**src/rtl/wb_arb_pkg.sv**
```systemverilog
// Shared types and helpers for the regfile writeback-port arbiter.
// Round-robin priority is compiled in with WB_ARB_ROUND_ROBIN_EN.
package wb_arb_pkg;
  localparam int REG_ADDR_W      = 5;
  localparam int DEFAULT_NUM_REQ = 3;
  localparam int MAX_REQ         = 8;

  typedef struct packed {
    logic [4:0]  rd;
    logic [31:0] data;
  } wb_req_t;

  // Clearing the lowest set bit leaves something only if two or more bits were set.
  function automatic logic popcount_ge2(input logic [MAX_REQ-1:0] v);
    return |(v & (v - MAX_REQ'(1)));
  endfunction
endpackage

```
**src/rtl/wb_port_arbiter_rr_pick.sv**
```systemverilog
// First-set search over a request vector starting at a base index, wrapping.
// A base tied to zero gives plain lowest-index-wins priority.
module rr_pick #(
  parameter int N  = 3,
  parameter int IW = (N > 1) ? $clog2(N) : 1
) (
  input  logic [N-1:0]  i_req,
  input  logic [IW-1:0] i_base,
  output logic [N-1:0]  o_grant,
  output logic [IW-1:0] o_idx,
  output logic          o_any
);
  int w_j;

  always_comb begin
    o_grant = '0;
    o_idx   = '0;
    o_any   = 1'b0;
    w_j     = 0;
    for (int k = 0; k < N; k++) begin
      w_j = int'(i_base) + k;
      if (w_j >= N) w_j = w_j - N;
      if (!o_any && i_req[w_j]) begin
        o_any        = 1'b1;
        o_grant[w_j] = 1'b1;
        o_idx        = IW'(w_j);
      end
    end
  end
endmodule

```
**src/rtl/wb_port_arbiter.sv**
```systemverilog
// Arbitrates NUM_REQ writeback sources onto the single registered regfile write port.
// Define WB_ARB_ROUND_ROBIN_EN for rotating priority; otherwise lowest index wins.
module wb_port_arbiter
  import wb_arb_pkg::*;
#(
  parameter int NUM_REQ    = DEFAULT_NUM_REQ,
  parameter int DATA_WIDTH = 32,
  parameter int ADDR_WIDTH = REG_ADDR_W,
  parameter int CNT_WIDTH  = 16
) (
  input  logic                           clk,
  input  logic                           rst,
  input  logic [NUM_REQ-1:0]             req_valid,
  output logic [NUM_REQ-1:0]             req_ready,
  input  logic [NUM_REQ*ADDR_WIDTH-1:0]  req_rd,
  input  logic [NUM_REQ*DATA_WIDTH-1:0]  req_data,
  input  logic                           hold,
  output logic                           WE3,
  output logic [ADDR_WIDTH-1:0]          AD3,
  output logic [DATA_WIDTH-1:0]          WD3,
  output logic                           busy,
  output logic [CNT_WIDTH-1:0]           conflict_cnt
);
  localparam int IW = $clog2(NUM_REQ);

  // Handshake: a source's write transfers in the cycle where req_valid[i] and
  // req_ready[i] are both high; the source must hold rd/data stable until then.
  logic [NUM_REQ-1:0]    w_onehot;
  logic [IW-1:0]         w_idx;
  logic [IW-1:0]         w_base;
  logic                  w_any;
  logic                  w_grant;
  logic [ADDR_WIDTH-1:0] w_rd;
  logic [DATA_WIDTH-1:0] w_data;
  logic [MAX_REQ-1:0]    w_valid8;

  logic                  r_we3;
  logic [ADDR_WIDTH-1:0] r_ad3;
  logic [DATA_WIDTH-1:0] r_wd3;
  logic [CNT_WIDTH-1:0]  r_conflict_cnt;

`ifdef WB_ARB_ROUND_ROBIN_EN
  logic [IW-1:0] r_rr_ptr;

  always_ff @(posedge clk) begin
    if (rst) begin
      r_rr_ptr <= '0;
    end else if (w_grant) begin
      r_rr_ptr <= (w_idx == IW'(NUM_REQ - 1)) ? '0 : w_idx + 1'b1;
    end
  end

  assign w_base = r_rr_ptr;
`else
  assign w_base = '0;
`endif

  rr_pick #(.N(NUM_REQ), .IW(IW)) u_pick (
    .i_req   (req_valid),
    .i_base  (w_base),
    .o_grant (w_onehot),
    .o_idx   (w_idx),
    .o_any   (w_any)
  );

  assign w_grant   = !rst && !hold && w_any;
  assign req_ready = w_grant ? w_onehot : '0;
  assign w_rd      = req_rd[w_idx*ADDR_WIDTH +: ADDR_WIDTH];
  assign w_data    = req_data[w_idx*DATA_WIDTH +: DATA_WIDTH];

  always_comb begin
    w_valid8                = '0;
    w_valid8[NUM_REQ-1:0]   = req_valid;
  end

  // x0 writes complete the handshake but never assert the write enable.
  always_ff @(posedge clk) begin
    if (rst) begin
      r_we3 <= 1'b0;
      r_ad3 <= '0;
      r_wd3 <= '0;
    end else if (w_grant) begin
      r_we3 <= (w_rd != '0);
      r_ad3 <= w_rd;
      r_wd3 <= w_data;
    end else begin
      r_we3 <= 1'b0;
    end
  end

  always_ff @(posedge clk) begin
    if (rst) begin
      r_conflict_cnt <= '0;
    end else if (!hold && popcount_ge2(w_valid8) && (r_conflict_cnt != '1)) begin
      r_conflict_cnt <= r_conflict_cnt + 1'b1;
    end
  end

  assign WE3          = r_we3;
  assign AD3          = r_ad3;
  assign WD3          = r_wd3;
  assign conflict_cnt = r_conflict_cnt;
  assign busy         = (|req_valid) || r_we3;
endmodule
```
**config.mk**
```make
export PLATFORM = sky130hd
export DESIGN_NAME = wb_port_arbiter
export DESIGN_NICKNAME = d
export VERILOG_FILES = /design/src/rtl/wb_arb_pkg.sv /design/src/rtl/wb_port_arbiter_rr_pick.sv /design/src/rtl/wb_port_arbiter.sv
export SDC_FILE = /design/constraint.sdc
export NUM_CORES = 1
export LEC_CHECK = 0
export BUFFER_PORTS_ARGS = -buffer_cell sky130_fd_sc_hd__buf_2
export CELL_PAD_IN_SITES_DETAIL_PLACEMENT = 0
export CELL_PAD_IN_SITES_GLOBAL_PLACEMENT = 1
export CORE_MARGIN = 4
export CORE_UTILIZATION = 31
export CTS_BUF_LIST = sky130_fd_sc_hd__clkbuf_2
export DETAILED_ROUTE_END_ITERATION = 6
export PLACE_DENSITY_LB_ADDON = 0.1
export SLEW_MARGIN = 20
export SYNTH_ARGS = -nofsm -noshare
export SYNTH_HDL_FRONTEND = slang
export SYNTH_SLANG_ARGS = --single-unit
export TNS_END_PERCENT = 100
```
**constraint.sdc**
```tcl
create_clock -name clk -period 2.3 [get_ports clk]
set_clock_uncertainty 0.05 [all_clocks]
set_input_delay 0.345 -clock clk [delete_from_list [all_inputs] [get_ports clk]]
set_output_delay 0.345 -clock clk [all_outputs]
set_load 0.005 [all_outputs]
```
==> run metrics <==
status=complete, no violations; row cnt=36; most common cell in the netlist=nand2_1; first-pass GRT wire length=15450 um; Min Hold Slack=115.0 ps; Final Power=1.951 mW; synthesized area=0.003109 mm^2; most instantiated cells after synthesis=nand2_1 (77), dfxtp_1 (54), nor2_1 (51); Tcrit/Tclk final=82.87%; Yosys top cell area share=a little over a third; Pint=1.416 mW; Setup crit end kind=output pin; relative slew slack=70.74%; Simple-Gate Fraction of Synth Area=41.65%; sequential fraction of the synthesis area=34.77%; post-synthesis mux area share=5.030%; GR Overflow Total=0; final core occ=43.07%; largest net degree at the start of global routing=76; peak supply drop=228.7 uV; Placer Congestion=0.7646; Core Area=0.009774 mm^2; cts repair resizes=0; antenna-violating nets left=0; number of flops mapped to enable cells by yosys=0; die height=108.2 um; Die Wd=~110 um; Reg power frac=52.8%; post-route cell area=0.004210 mm^2; leakage power=2.048 nW; total track usage=between 10% and 20%; fin worst setup slack=394.0 ps; total negative slack=0 ps; die area=0.01170 mm^2; detailed router's first-iteration violation count=75; register bit count reported by yosys=between 50 and 60; Synth Area in Compound Gates=13.24%; largest fanout on the critical path=15; post-synthesis xor/xnor area fraction=0%; Port Buffers=174; clock share of power=25.3%; drt drc=0; share of cells above drive strength 1=between 30% and 40%; crit start category=primary input; syn_nets=526; clock sinks=54; DP Cell Count=693; vias in the first global route=between 3000 and 4000; synth unique cells=40; Final Hold Viols=0; CTS Hold Bufs=0; CTS buffer count=5; detailed placer's ending HPWL=7223 um; via count=3342; Final Max Tran Viols=0; post-CTS setup buffer count=0; Final Critical Period=1906 ps; Ys Warns=0; leading area contributor after synthesis=dfxtp_1; Sw Pwr=0.5351 mW; fin nets=slightly below 700; Root Driver=clkbuf_2; H-tree depth=2; synthesized area per cell=7.621 um^2; Via-to-Cell Ratio=4.767; Worst Hold Class=in2reg; main combinational cell family by area after synthesis=simple AND/OR/NAND/NOR gates; Slew @ Worst Pin=435.5 ps; cells after synthesis=408; unrepaired setup endpoints after global routing=false; Pre-Repair DR Iteration Count=4; fmax=about 520 MHz; switching share of power=27.43%; drt total wl=9745 um; Area growth syn-to-layout=35.41%; Synth Area in Adders=0.7243%; n_diodes=0; max cap viols=0; Avg WL per Cell=13.90 um; clk slew on worst S/H paths=270 ps; Gate power share=21.9%; Starting Density=31.81%; Synth area leaders=dfxtp_1 (35%), nand3b_1 (9.9%), nand2_1 (9.3%), o31ai_1 (8.2%), and3_1 (6.4%); Setup CP Type=in2out; Worst Path Arrival=around 1500 ps; Final Non-Filler Cells=701; PwrDens=463.4 mW/mm^2; num ports=between 150 and 200; DP Worst Slack=284.9 ps; Synth async-reset ratio=0%; Max clock buf depth=2; TritonCTS clock tree=done; CP required=1900 ps; DP Area=0.004145 mm^2; ys flop type=dfxtp_1; final setup violation count=0; clk_lat worst skew=~430 ps; R2R Setup Slk=about 400 ps; initial antenna violation count=1
[cell usage in the layout, fill, tap and decap left out, drive strengths merged, types with 4 or more instances in the layout]
cell / instances
nand3: 5
mux2: 13
buf: 183
nand4: 4
nor2: 51
a211oi: 8
nand3b: 41
nand2: 77
nor3: 5
inv: 6
and3: 32
o31ai: 34
dfxtp: 54
nor2b: 11
clkbuf: 7
[kinds of logic (layout without fill, tap and decap cells)]
logic type,Yosys count,in the layout
buffers and inverters,37,197
AND/OR/NAND/NOR,245,245
adder cells (fa/ha/maj),2,2
flip-flops,54,54
multiplexers,14,14
AO/OA/AOI/OAI,56,56
[state kept, by name (all words and copies together) (netlist names)]
register and flops:
WD3 32, conflict_cnt 16, WE3 1, AD3 5
[metal layers]
layer  track usage, %  vias up  routed length (um)
met3            5.612        7                 848
met2            27.22       96                4616
met1            20.63     1495                4180
met5                0        -                  20
li1                 -     1742                   -
met4            2.976        2                  78
[final timing paths]
path                                 startpoint               end  cells past startpoint
worst max-delay path               req_valid[1]      req_ready[2]                      4
worst min register to register           AD3[0]            AD3[0]                      2
worst min-delay path               req_data[83]           WD3[19]                      3
worst max register to register  conflict_cnt[5]  conflict_cnt[12]                      4
[worst max-delay path: stages]
cell	delay, ps
buf_2	150
or3b_2	630
nor3_1	230
buf_2	160
[final cells by class]
type / instances / area (um^2)
well taps: 133 / 166.4
clock buffers: 7 / 35.03
flip-flops and latches: 54 / 1081
repair buffers: 183 / 975.9
fillers: 1076 / 5564
clock inverters: 1 / 30.03
multi-input cells: 317 / 1899
inverters: 6 / 22.52
[power by group through the flow]
stage / Sequential [mW] / Clock (mW) / Combinational [mW]
6_report: 1.03 / 0.494 / 0.427
5_1_grt: 1.04 / 0.558 / 0.486
4_1_cts: 1.03 / 0.524 / 0.436
3_5_place_dp: 1.05 / 0 / 0.435
3_3_place_gp: 1.05 / 0 / 0.432
2_1_floorplan: 1.05 / 0 / 0.205
Power figures use the tool's default switching activity.
